## src/rtl/priv_trap_ctrl.sv

```systemverilog
// Trap sequencer: prioritises exceptions over machine interrupts over mret, waits for
// the pipeline flush, then issues the CSR write pulse and the PC redirect in one cycle.
`ifndef NUM_EXTENSIONS
`define NUM_EXTENSIONS 4
`endif

module priv_trap_ctrl #(
    parameter int RESOURCE_CAUSE_BASE = 24,
    parameter int NUM_EXT             = `NUM_EXTENSIONS,
    localparam int CW                 = (NUM_EXT > 1) ? $clog2(NUM_EXT) : 1
) (
    input  logic          CLK,
    input  logic          RST,
    input  logic          pipe_clear,
    input  logic          ret,
    input  logic          fault_insn,
    input  logic          mal_insn,
    input  logic          illegal_insn,
    input  logic          fault_l,
    input  logic          mal_l,
    input  logic          fault_s,
    input  logic          mal_s,
    input  logic          breakpoint,
    input  logic          env_m,
    input  logic          ex_rmgmt,
    input  logic [CW-1:0] ex_rmgmt_cause,
    input  logic [31:0]   epc,
    input  logic [31:0]   badaddr,
    input  logic          mei_pend,
    input  logic          msi_pend,
    input  logic          mti_pend,
    input  logic          mstatus_mie,
    input  logic [31:0]   mtvec,
    input  logic [31:0]   mepc_q,
    output logic          intr,
    output logic          insert_pc,
    output logic [31:0]   priv_pc,
    output logic [31:0]   mcause_wdata,
    output logic [31:0]   mepc_wdata,
    output logic [31:0]   mtval_wdata,
    output logic          trap_we,
    output logic          mret_we
);

    typedef enum logic [1:0] {IDLE, TRAP_WAIT, RET_WAIT, COMMIT} state_t;

    state_t      state_q, state_d;
    logic [31:0] cause_q, epc_q, tval_q, pc_q;
    logic        is_ret_q;

    logic        exc_hit, exc_tval, irq_hit;
    logic [30:0] exc_code, irq_code;
    logic [31:0] trap_base, trap_target;

    // Synchronous exception priority; only fault/misaligned causes carry a tval.
    always_comb begin
        exc_hit  = 1'b1;
        exc_tval = 1'b0;
        exc_code = '0;
        if (breakpoint)        exc_code = 31'd3;
        else if (fault_insn)   begin exc_code = 31'd1;  exc_tval = 1'b1; end
        else if (mal_insn)     begin exc_code = 31'd0;  exc_tval = 1'b1; end
        else if (illegal_insn) exc_code = 31'd2;
        else if (env_m)        exc_code = 31'd11;
        else if (mal_l)        begin exc_code = 31'd4;  exc_tval = 1'b1; end
        else if (mal_s)        begin exc_code = 31'd6;  exc_tval = 1'b1; end
        else if (fault_l)      begin exc_code = 31'd5;  exc_tval = 1'b1; end
        else if (fault_s)      begin exc_code = 31'd7;  exc_tval = 1'b1; end
        else if (ex_rmgmt)     exc_code = 31'(RESOURCE_CAUSE_BASE) + 31'(ex_rmgmt_cause);
        else                   exc_hit  = 1'b0;
    end

    always_comb begin
        irq_hit  = mstatus_mie & (mei_pend | msi_pend | mti_pend);
        irq_code = mei_pend ? 31'd11 : (msi_pend ? 31'd3 : 31'd7);
    end

    always_comb begin
        trap_base   = {mtvec[31:2], 2'b00};
        trap_target = trap_base;
        if (cause_q[31] && mtvec[1:0] == 2'd1)
            trap_target = trap_base + {cause_q[29:0], 2'b00};
    end

    always_comb begin
        state_d   = state_q;
        intr      = 1'b0;
        insert_pc = 1'b0;
        trap_we   = 1'b0;
        mret_we   = 1'b0;
        case (state_q)
            IDLE: begin
                if (exc_hit || irq_hit) state_d = TRAP_WAIT;
                else if (ret)           state_d = RET_WAIT;
            end
            TRAP_WAIT: begin
                intr = 1'b1;
                if (pipe_clear) state_d = COMMIT;
            end
            RET_WAIT: begin
                if (pipe_clear) state_d = COMMIT;
            end
            COMMIT: begin
                insert_pc = 1'b1;
                trap_we   = ~is_ret_q;
                mret_we   = is_ret_q;
                state_d   = IDLE;
            end
            default: state_d = IDLE;
        endcase
    end

    always_ff @(posedge CLK) begin
        if (RST) state_q <= IDLE;
        else     state_q <= state_d;
    end

    always_ff @(posedge CLK) begin
        if (RST) begin
            cause_q  <= '0;
            epc_q    <= '0;
            tval_q   <= '0;
            pc_q     <= '0;
            is_ret_q <= 1'b0;
        end else begin
            if (state_q == IDLE) begin
                if (exc_hit) begin
                    cause_q  <= {1'b0, exc_code};
                    epc_q    <= epc;
                    tval_q   <= exc_tval ? badaddr : 32'd0;
                    is_ret_q <= 1'b0;
                end else if (irq_hit) begin
                    cause_q  <= {1'b1, irq_code};
                    epc_q    <= epc;
                    tval_q   <= 32'd0;
                    is_ret_q <= 1'b0;
                end else if (ret) begin
                    is_ret_q <= 1'b1;
                end
            end
            // Redirect target is captured on the edge into COMMIT and then held.
            if (state_q != COMMIT && state_d == COMMIT)
                pc_q <= is_ret_q ? mepc_q : trap_target;
        end
    end

    assign priv_pc      = pc_q;
    assign mcause_wdata = cause_q;
    assign mepc_wdata   = epc_q;
    assign mtval_wdata  = tval_q;

endmodule

```

## config.mk

```make
export PLATFORM = sky130hd
export DESIGN_NAME = priv_trap_ctrl
export DESIGN_NICKNAME = d
export VERILOG_FILES = /design/src/rtl/priv_trap_ctrl.sv
export SDC_FILE = /design/constraint.sdc
export NUM_CORES = 1
export LEC_CHECK = 0
export BUFFER_PORTS_ARGS = -buffer_cell sky130_fd_sc_hd__buf_2
export CORE_MARGIN = 3
export CORE_UTILIZATION = 50
export CTS_CLUSTER_SIZE = 24
export DETAILED_ROUTE_END_ITERATION = 10
export GPL_ROUTABILITY_DRIVEN = 0
export PLACE_DENSITY = 0.89
export SYNTH_ARGS = -nofsm -noshare
export SYNTH_HDL_FRONTEND = slang
export SYNTH_SLANG_ARGS = --single-unit
```

## constraint.sdc

```tcl
create_clock -name CLK -period 4.1 [get_ports CLK]
set_input_delay 0.615 -clock CLK [delete_from_list [all_inputs] [get_ports CLK]]
set_output_delay 0.615 -clock CLK [all_outputs]
set_load 0.02 [all_outputs]
```

### Word-level counts from Yosys, hierarchy flattened

Cells that the tools add are included.
Widths: inputs -> output; s select.

* register bits after elaboration: 131
* word-level logic and storage cells: 78
* output and inout port bits: 132
* bits of input ports: 148

* reductions and logical operators: 9
* add/subtract/negate cells: 2
* bitwise logic cells: 4
* equality and inequality tests: 6
* multiplexer cells: 51

Operator list (number)
* $mux 32: 9
* $mux 6: 10
* $add 32x32->32: 1
* $mux 1: 26
* $add 5x2->6 const A: 1
* $eq 2x2->1 const B: 3
* $mux 2: 3
* $pmux 2 s3: 1
* $eq 2x1->1 const B: 2
* $mux 4: 1
* $reduce_and 2->1: 2
* $mux 3: 1
* $reduce_bool 3->1: 1
* $logic_and 1x1->1: 2
* $logic_not 2->1: 1
* $ne 2x2->1 const B: 1
* $or 1x1->1: 2
* $reduce_bool 2->1: 1
* $reduce_or 2->1: 1
* $and 1x1->1: 1
* $logic_or 1x1->1: 1
* $not 1->1: 1

### Logic depth before layout (Yosys ltp)

Gate-level depths: netlist of the first run.

* word-level depth: 15
* depth in mapped cells: 10
* gate-level depth less buffers: 7

### Least setup slack after synthesis of the first run

Ideal clock, no wire load.

* kind: input-to-reg
* start: input port mtvec[2]
* end: register pc_q[24], in the netlist priv_pc[24]
* data arrival time: 2.502 ns
* cell stages on the path: 7
* setup slack: 1.469 ns
* data required time: 3.971 ns
* path buffers: 0
* setup time: 0.129 ns
* path through: ha_1 -> fa_1 -> a21o_1 -> a211oi_1 -> nor3_1 -> a211oi_1 -> o221ai_2

* word-level cells in the longest chain between the ends: 3

RTL lines
* start: declaration: line 33 `input logic [31:0] mtvec,`
* $add 32x32->32: line 82 `trap_target = trap_base + {cause_q[29:0], 2'b00};`
* $mux 32: line 81 `if (cause_q[31] && mtvec[1:0] == 2'd1)`
* $mux 32: line 143 `pc_q <= is_ret_q ? mepc_q : trap_target;`
* end signal: assignment: line 143
* end: declaration: line 48 `logic [31:0] cause_q, epc_q, tval_q, pc_q;`

No other way between the ends.
A chain may end at the register's enable or synchronous reset.

### Worst setup path in the final report of the first run

* start: register is_ret_q
* end: output port mret_we

* word-level cells in the longest chain between the ends: 1

RTL lines
* start: declaration: line 49 `logic is_ret_q;`
* start signal: assignment: line 124 `is_ret_q <= 1'b0;`
* start signal: assignment: line 131 `is_ret_q <= 1'b0;`
* start signal: assignment: line 136 `is_ret_q <= 1'b0;`
* $mux 1: line 91 `case (state_q)`
* end: declaration: line 42 `output logic mret_we`

No other way between the ends.

==> results of run 1 <==
==> area by class of cell <==
| type | instances | area, µm² |
|---|---|---|
| Clock buffer | 10 | 239 |
| Inverter | 11 | 41.3 |
| Multi-Input combinational cell | 534 | 3310 |
| Sequential cell | 105 | 2100 |
| Timing Repair Buffer | 259 | 1320 |
| Clock inverter | 6 | 65.1 |
| Tap cell | 140 | 175 |
| Fill cell | 967 | 3820 |
==> synth_stat cells, types with 3 or more instances <==
| cell type | n |
|---|---|
| nand2_1 | 123 |
| dfxtp_1 | 105 |
| nor2_1 | 55 |
| a21oi_1 | 40 |
| clkbuf_1 | 36 |
| a22oi_1 | 32 |
| buf_4 | 28 |
| nand3_1 | 25 |
| mux2i_1 | 18 |
| nor2b_1 | 16 |
| o21ai_0 | 16 |
| nor4_1 | 12 |
| a211oi_1 | 11 |
| and4_1 | 10 |
| o221ai_2 | 10 |
| inv_1 | 9 |
| nand2b_1 | 9 |
| nand4_1 | 9 |
| o2111ai_1 | 9 |
| buf_2 | 8 |
| ha_1 | 8 |
| o21a_1 | 8 |
| o31ai_1 | 8 |
| nor3_1 | 7 |
| o221ai_1 | 7 |
| o31a_1 | 7 |
| and3_1 | 6 |
| a22o_1 | 5 |
| mux2_2 | 5 |
| o311ai_0 | 5 |
| nor4b_1 | 4 |
| a31oi_1 | 3 |
| or3_1 | 3 |
==> critical path, delay by kind of cell (launching register included) <==
family,cells,cell delay (ns)
buffers and inverters,2,0.71
DFF,1,0.87
and+or+nand+nor,1,0.20
==> cells in the final DEF, fill, tap and decap left out, drive strengths merged, types with 6 or more instances in the layout <==
| cell type | n |
|---|---|
| nand3 | 25 |
| and3 | 6 |
| ha | 8 |
| clkbuf | 10 |
| o21ai | 19 |
| a22oi | 32 |
| o221ai | 17 |
| nor2b | 16 |
| and4 | 10 |
| o2111ai | 10 |
| o31a | 7 |
| dfxtp | 105 |
| nand2b | 9 |
| nand2 | 123 |
| conb | 26 |
| o31ai | 8 |
| a21oi | 41 |
| nor4 | 13 |
| o21a | 8 |
| nand4 | 9 |
| mux2i | 18 |
| buf | 259 |
| a211oi | 11 |
| nor3 | 7 |
| nor2 | 55 |
| inv | 15 |
==> routing by layer <==
layer / global-route usage / wire length [µm] / part of all wire / vias up
met5: 0 / 0 / 0 / -
met4: 0.0681 / 297 / 0.017 / 0
met3: 0.0711 / 1510 / 0.088 / 22
met2: 0.444 / 8560 / 0.50 / 273
met1: 0.307 / 6740 / 0.39 / 2733
li1: - / - / - / 2945
==> cell families after synthesis <==
logic type,synth area share
simple gates,0.248
buf+inv,0.0805
xor+xnor,0.00152
mux,0.0410
other cells,0.000650
fa+ha+maj,0.0208
flops,0.364
compound gates,0.243
==> sequential cells by signal, summed over array words and instances, names as in the netlist <==
register,count
is_ret_q,1
mcause_wdata,6
mepc_wdata,32
mtval_wdata,32
priv_pc,32
state_q,2
==> power groups by stage <==
stage	Clock, mW	Combinational (mW)	Sequential, mW
after floorplan	0	0.329	1.22
after global placement	0	0.581	1.15
after detailed placement	0	0.591	1.15
after CTS	0.886	0.593	1.13
after global routing	0.925	0.652	1.14
final	0.868	0.593	1.13
==> how the worst max path moves through the flow <==
| stage | from | end | slack [ns] | depth (start not counted) |
|---|---|---|---|---|
| after floorplan | mtvec[2] | priv_pc[24]$_SDFFE_PP0P_ | 1.47 | 7 |
| after global placement | fault_s | priv_pc[22]$_SDFFE_PP0P_ | 1.18 | 6 |
| after detailed placement | fault_s | priv_pc[29]$_SDFFE_PP0P_ | 1.11 | 6 |
| after CTS | is_ret_q$_SDFFE_PP0P_ | mret_we | 1.34 | 3 |
| after global routing | is_ret_q$_SDFFE_PP0P_ | mret_we | 1.11 | 3 |
| final | is_ret_q$_SDFFE_PP0P_ | mret_we | 1.37 | 3 |
==> flow_summary.json, run 1 <==
{
  "max_cap_viol_count": 0,
  "antennaDiodeCount": 0,
  "slew_violations": 0,
  "synth_top_area_frac": 0.364,
  "min-delay-start": "mepc_wdata[3]$_SDFFE_PP0P_",
  "hold_depth": 2,
  "slew_headroom": 0.232,
  "synth_edf_count": 0,
  "yosysTopAreaCell": "dfxtp_1",
  "total_power_mw": 2.59,
  "die_area_um2": 12900,
  "r2r_cells": 7,
  "syn2layout_area_growth_pct": 25.8,
  "fin_util": 0.655,
  "route.vias.total": 5973,
  "final-setup-viol-count": 0,
  "cts_made_buffers": 9,
  "setup_slack_ns": 1.37,
  "hold_viol_final": 0,
  "synth-main-ff-cell": "dfxtp_1",
  "netlist-cell-type-count": 65,
  "ys_ff_latch": 105,
  "insertion_delay_ns": 0.34,
  "p_sw_frac": 0.325,
  "timing.setup.tns_ns": 0,
  "drt_wl_total_mm": 17.1,
  "power_frac_seq": 0.436,
  "start_util": 0.521,
  "grt_pass1_wl_mm": 26.9,
  "grt_max_degree": 72,
  "tightestPinTransition_ns": 1.15,
  "p_comb_frac": 0.229,
  "drt_pre_antenna_iters": 5,
  "clock_skew_ns": 0.00733,
  "yosysWarnings": 0,
  "endpoint_kind": "output pin",
  "rsz0062_at_grt": "no",
  "final_cell_area_um2": 7250,
  "core_area_um2": 11100,
  "wl_per_cell_um": 16.1,
  "critPathSlowestCell": "dfxtp_2",
  "crit_chain": "inv_1, nor2_1, buf_2",
  "reg2reg_slack_ns": 1.56,
  "min_period_ns": 2.73,
  "worst_hold_slack_ns": 0.453,
  "cp-start-kind": "flip-flop",
  "place_ws_ns": 1.11,
  "dpl_cell_area_um2": 6950,
  "dp_hpwl_mm": 12.9,
  "drc_errors": 0,
  "power_leakage_nw": 3.43,
  "nets": 1077,
  "vias_per_cell": 5.61,
  "cts-resized-gates": 0,
  "first_global_vias": 5550,
  "synthTopCellsByArea": "dfxtp_1 (36%), nand2_1 (8.0%), a22oi_1 (4.2%)",
  "async_flop_share": 0,
  "ant_nets": 0,
  "stdcell_count": 1065,
  "cts.sinks": 105,
  "cts_setup_buffers": 0,
  "grt_overflow": 0,
  "r2r_start": "state_q[1]$_SDFF_PP0_",
  "critical_path_class": "reg2out",
  "r2r-end": "priv_pc[26]$_SDFFE_PP0P_",
  "drtIter0Drc": 503,
  "power.density_nw_per_um2": 357,
  "root_buffer": "clkbuf_16",
  "synth.avg_cell_area_um2": 8.24,
  "ys_seq_area_frac": 0.364,
  "clk_pin_slew_ns": 0.08,
  "placed_cells": 1049,
  "rows": 38,
  "period_share": 0.667,
  "slowest_delay_ns": 0.87,
  "outcome": "completed",
  "die_w_um": 113,
  "io_pins": 280,
  "worst_ep_required_time_ns": 3.48,
  "min_path_type": "reg2reg",
  "max_freq_mhz": 366,
  "critical_path.max_fanout": 48,
  "syn_area_um2": 5770,
  "internal_power_mw": 1.75,
  "clk_path_buf_depth": 2,
  "drive_gt1_frac": 0.328,
  "switching_power_mw": 0.841,
  "cts_tree": "yes",
  "synthCells": 700,
  "holdPathEnd": "mepc_wdata[3]$_SDFFE_PP0P_",
  "clockPowerShare": 0.335,
  "track_usage": 0.254,
  "ir_drop_uv": 303,
  "numPortBuffers": 253,
  "antenna_found_initial": 0,
  "ctsHtreeMaxLevel": 3,
  "arrival_ns": 2.12,
  "die_h_um": 113,
  "ctsHoldBuffers": 0
}
(Power assumes the default switching activity.)
==> run 2: changes to the inputs <==
--- a/config.mk
+++ b/config.mk
@@ -7,11 +7,11 @@
 export LEC_CHECK = 0
 export BUFFER_PORTS_ARGS = -buffer_cell sky130_fd_sc_hd__buf_2
 export CORE_MARGIN = 3
-export CORE_UTILIZATION = 50
+export CORE_UTILIZATION = 42
 export CTS_CLUSTER_SIZE = 24
 export DETAILED_ROUTE_END_ITERATION = 10
 export GPL_ROUTABILITY_DRIVEN = 0
-export PLACE_DENSITY = 0.89
+export PLACE_DENSITY = 0.8
 export SYNTH_ARGS = -nofsm -noshare
 export SYNTH_HDL_FRONTEND = slang
 export SYNTH_SLANG_ARGS = --single-unit
==> constraint.sdc (replaced) <==
create_clock -name CLK -period 2.4 [get_ports CLK]
set_input_delay 0.36 -clock CLK [delete_from_list [all_inputs] [get_ports CLK]]
set_output_delay 0.36 -clock CLK [all_outputs]
set_load 0.02 [all_outputs]
==> run 2 against run 1 <==
  * Sequential cell count stayed put
  * Sequential power is 70% higher
  * Utilization is 9.0 points lower
  * Sequential share of layout area is 1.1 points lower
  * Combinational power is 80% higher
  * Total power is 79% higher
  * Clock skew is 0.0049 ns higher
  * Hold slack worse by 0.22 ns
  * Via count is 2.1% higher
  * Cell count is 5.4% higher
==> flow_summary.json, run 2 (synthesized netlist as in run 1, its figures left out) <==
{
  "slowest_delay_ns": 0.44,
  "ctsHoldBuffers": 0,
  "hold_viol_final": 0,
  "ant_nets": 0,
  "endpoint_kind": "flip-flop",
  "cts_setup_buffers": 0,
  "critPathBufInv": 0,
  "wl_per_cell_um": 16.1,
  "cts_tree": "yes",
  "power.density_nw_per_um2": 614,
  "min_period_ns": 2.25,
  "setup_slack_ns": 0.153,
  "final_cell_area_um2": 7550,
  "grt_max_degree": 72,
  "die_h_um": 123,
  "cts.sinks": 105,
  "layout_commonest_cell": "buf_2",
  "route.vias.total": 6099,
  "core_area_um2": 13300,
  "final_cell_mix": "buf_2 (253), nand2_1 (122), dfxtp_1 (104), nor2_1 (55), a21oi_1 (40)",
  "arrival_ns": 2.44,
  "critPathSlowestCell": "fa_1",
  "cts_made_buffers": 9,
  "grt_overflow": 0,
  "die_w_um": 123,
  "place_ws_ns": -0.0424,
  "rows": 42,
  "insertion_delay_ns": 0.35,
  "numPortBuffers": 253,
  "crit_chain": "ha_1, fa_1, a21o_1, a211o_1, a311oi_1, a41o_1, o221ai_1",
  "outcome": "completed",
  "drc_errors": 0,
  "power_leakage_nw": 3.56,
  "max_cap_viol_count": 0,
  "ctsHtreeMaxLevel": 3,
  "ir_drop_uv": 384,
  "final-setup-viol-count": 0,
  "start_util": 0.432,
  "critical_path_class": "reg2reg",
  "period_share": 0.936,
  "drt_wl_total_mm": 18.1,
  "slew_violations": 0,
  "clock_skew_ns": 0.0123,
  "clk_pin_slew_ns": 0.08,
  "tightestPinTransition_ns": 0.742,
  "grt_pass1_wl_mm": 27.4,
  "io_pins": 280,
  "nets": 1098,
  "rsz0062_at_grt": "no",
  "drtIter0Drc": 338,
  "antennaDiodeCount": 0,
  "clk_path_buf_depth": 2,
  "dp_hpwl_mm": 13.6,
  "max_freq_mhz": 445,
  "worst_hold_slack_ns": 0.233,
  "min_path_type": "in2reg",
  "drive_gt1_frac": 0.348,
  "slew_headroom": 0.505,
  "critical_path.max_fanout": 5,
  "syn2layout_area_growth_pct": 30.8,
  "drt_pre_antenna_iters": 4,
  "path_delay_family": "compound AO/OA/AOI/OAI gates",
  "antenna_found_initial": 4,
  "die_area_um2": 15200,
  "root_buffer": "clkbuf_16",
  "worst_ep_required_time_ns": 2.59,
  "dpl_cell_area_um2": 7200,
  "track_usage": 0.227,
  "vias_per_cell": 5.44,
  "cp-start-kind": "flip-flop",
  "first_global_vias": 5590
}
[run 2: path summary, 6_finish.rpt]
path	from	endpoint	slack (ns)	depth (start not counted)
worst max-delay path	mcause_wdata[0]$_SDFFE_PP0P_	priv_pc[22]$_SDFFE_PP0P_	0.15	7
worst min-delay path	epc[5]	mepc_wdata[5]$_SDFFE_PP0P_	0.23	3
worst max register to register	mcause_wdata[0]$_SDFFE_PP0P_	priv_pc[22]$_SDFFE_PP0P_	0.15	7
worst min register to register	mepc_wdata[14]$_SDFFE_PP0P_	mepc_wdata[14]$_SDFFE_PP0P_	0.45	2
[run 2: what timing repair did]
action,in CTS,in global routing
setup endpoints to repair,9,7
pin swaps,0,0
gates resized for setup,1,5
[run 2: worst register-to-register path, cell delays in order, from the launching register on]
cell and delay [ns]:
dfxtp_1 0.33, ha_1 0.21, fa_1 0.44, a21o_1 0.24, a211o_1 0.34, a311oi_1 0.30
a41o_1 0.12, o221ai_1 0.11
[run 2: final cells by class]
| type | instances | area (µm²) |
|---|---|---|
| clock buffers | 9 | 225 |
| clock inverters | 7 | 105 |
| fillers | 1251 | 5800 |
| inverters | 11 | 41.3 |
| multi-input cells | 534 | 3330 |
| flip-flops and latches | 105 | 2100 |
| well taps | 176 | 220 |
| repair buffers | 280 | 1520 |
[run 2: power breakdown]
part	switching (mW)	internal (mW)
registers	0.0662	1.85
clock network	0.711	0.934
logic	0.670	0.400
total	1.45	3.19
[run 2: routing by layer]
metal  wire length [µm]  vias up  track usage
met3               1650       38       0.0636
met5                 45        -            0
met1               7400     2810        0.287
li1                   -     2987            -
met2               8500      256        0.367
met4                467        8       0.0872
[run 2: through the flow]
stage	power, mW	utilization	cells	setup TNS, ns
final	4.63	0.565	1122	0
after global routing	4.84	0.565	1122	0
after CTS	4.67	0.564	1122	0
after detailed placement	3.02	0.539	1106	-0.313
after global placement	3.00	0.539	1106	0
after floorplan	2.65	-	725	0
==> run 3: changes to the inputs <==
--- a/config.mk
+++ b/config.mk
@@ -12,6 +12,7 @@
 export DETAILED_ROUTE_END_ITERATION = 10
 export GPL_ROUTABILITY_DRIVEN = 0
 export PLACE_DENSITY = 0.8
+export RECOVER_POWER = 50
 export SYNTH_ARGS = -nofsm -noshare
 export SYNTH_HDL_FRONTEND = slang
 export SYNTH_SLANG_ARGS = --single-unit
==> run 3 against run 2 <==
  * Sequential cell count unchanged
  * Worst setup slack worse by 0.0031 ns
  * Register-to-register slack about the same
  * Global-route usage unchanged
  * Cell count unchanged
  * Critical endpoint unchanged
  * Largest power group unchanged
==> flow_summary.json, run 3 (synthesized netlist as in run 1, its figures left out) <==
{
  "antenna_found_initial": 4,
  "cts.sinks": 105,
  "dp_hpwl_mm": 13.6,
  "first_global_vias": 5590,
  "wl_per_cell_um": 16.1,
  "cp-start-kind": "flip-flop",
  "clock_skew_ns": 0.0103,
  "antennaDiodeCount": 0,
  "ant_nets": 0,
  "multi_input_area_um2": 3330,
  "insertion_delay_ns": 0.35,
  "setup_slack_ns": 0.150,
  "ir_drop_uv": 382,
  "min_path_type": "in2reg",
  "max_cap_viol_count": 0,
  "grt_pass1_wl_mm": 27.4,
  "hold_viol_final": 0,
  "drt_pre_antenna_iters": 5,
  "fin_util": 0.555,
  "worst_ep_required_time_ns": 2.60,
  "core_area_um2": 13300,
  "cts_tree": "yes",
  "layout_commonest_cell": "buf_2",
  "clk_path_buf_depth": 2,
  "power.density_nw_per_um2": 621,
  "track_usage": 0.227,
  "slew_headroom": 0.513,
  "outcome": "completed",
  "critical_path_class": "reg2reg",
  "internal_power_mw": 3.16,
  "regArea_um2": 2100,
  "drive_gt1_frac": 0.237,
  "drtIter0Drc": 303,
  "critPathSlowestCell": "fa_1",
  "p_comb_frac": 0.226,
  "final_cell_mix": "buf_2 (149), nand2_1 (122), dfxtp_1 (104), clkbuf_1 (104), nor2_1 (55)",
  "die_w_um": 123,
  "clk_pin_slew_ns": 0.08,
  "die_h_um": 123,
  "slowest_delay_ns": 0.44,
  "syn2layout_area_growth_pct": 28.5,
  "rsz0062_at_grt": "no",
  "dpl_cell_area_um2": 7200,
  "max_freq_mhz": 444,
  "endpoint_kind": "flip-flop",
  "nets": 1098,
  "crit_chain": "ha_1, fa_1, a21o_1, a211o_1, a311oi_1, a41o_1, o221ai_1",
  "final-setup-viol-count": 0,
  "root_buffer": "clkbuf_16",
  "place_ws_ns": -0.0424,
  "switching_power_mw": 1.44,
  "die_area_um2": 15200,
  "io_pins": 280,
  "grt_overflow": 0,
  "cts_made_buffers": 9,
  "start_util": 0.432,
  "min_period_ns": 2.25,
  "ctsHtreeMaxLevel": 3,
  "drc_errors": 0,
  "arrival_ns": 2.45,
  "final_cell_area_um2": 7410,
  "route.vias.total": 6080,
  "power_leakage_nw": 3.12,
  "power_frac_seq": 0.418,
  "grt_max_degree": 72,
  "rows": 42,
  "fillers": 1312,
  "drt_wl_total_mm": 18.0,
  "clockPowerShare": 0.356,
  "period_share": 0.938,
  "slew_violations": 0,
  "vias_per_cell": 5.42,
  "numPortBuffers": 253,
  "critical_path.max_fanout": 5,
  "p_sw_frac": 0.314,
  "tightestPinTransition_ns": 0.731,
  "cts_setup_buffers": 0
}
[run 3: cell count changes in the layout (fill, tap and decap cells not counted)]
cell,previous run,this run
buf_2,253,149
nand4b_2,1,0
clkbuf_1,0,104
nand4b_1,1,2
[run 3: worst paths after layout]
path	startpoint	to	slack [ns]	cells after the start
setup / recovery	mcause_wdata[0]$_SDFFE_PP0P_	priv_pc[22]$_SDFFE_PP0P_	0.15	7
hold / removal	epc[3]	mepc_wdata[3]$_SDFFE_PP0P_	0.24	3
setup reg to reg	mcause_wdata[0]$_SDFFE_PP0P_	priv_pc[22]$_SDFFE_PP0P_	0.15	7
hold reg to reg	mepc_wdata[5]$_SDFFE_PP0P_	mepc_wdata[5]$_SDFFE_PP0P_	0.46	2
[run 3: area by class of cell]
class | instances | area share
Multi-Input combinational cell | 534 | 0.449
Sequential cell | 105 | 0.284
Timing Repair Buffer | 280 | 0.187
Clock buffer | 9 | 0.0304
Tap cell | 176 | 0.0297
Clock inverter | 7 | 0.0142
Inverter | 11 | 0.00557
[run 3: repair_timing]
action | in CTS | in global routing
hold buffers | 0 | 0
gates resized for setup | 1 | 5
setup endpoints to repair | 9 | 7
[run 3: power by group through the flow]
stage          clock, mW  combinational [mW]  sequential, mW
3_3_place_gp           0                1.05            1.95
4_1_cts             1.68                1.07            1.92
3_5_place_dp           0                1.06            1.96
5_1_grt             1.74                1.15            1.94
6_report            1.64                1.04            1.92
2_1_floorplan          0               0.562            2.08
[run 3: worst max-delay path, delay by kind of cell, from the launching register on]
kind | cells | cell delay (ns)
compound gates | 5 | 1.11
flops | 1 | 0.33
fa+ha+maj | 2 | 0.65
[run 3: stage by stage]
stage	hold WS (ns)	total power, mW	TNS, ns	std cells
6_report	0.236	4.60	0	1122
5_1_grt	0.234	4.82	0	1122
4_1_cts	0.221	4.67	0	1122
3_5_place_dp	0.443	3.02	-0.313	1106
3_3_place_gp	0.438	3.00	0	1106
2_1_floorplan	0.496	2.65	0	725
[run 3: routing by layer]
metal | part of all wire | vias to the layer above | routed length, µm | track usage
li1 | - | 2983 | - | -
met1 | 0.41 | 2791 | 7410 | 0.287
met2 | 0.48 | 264 | 8570 | 0.367
met3 | 0.089 | 34 | 1610 | 0.0636
met4 | 0.022 | 8 | 400 | 0.0872
met5 | 0.0025 | - | 45 | 0
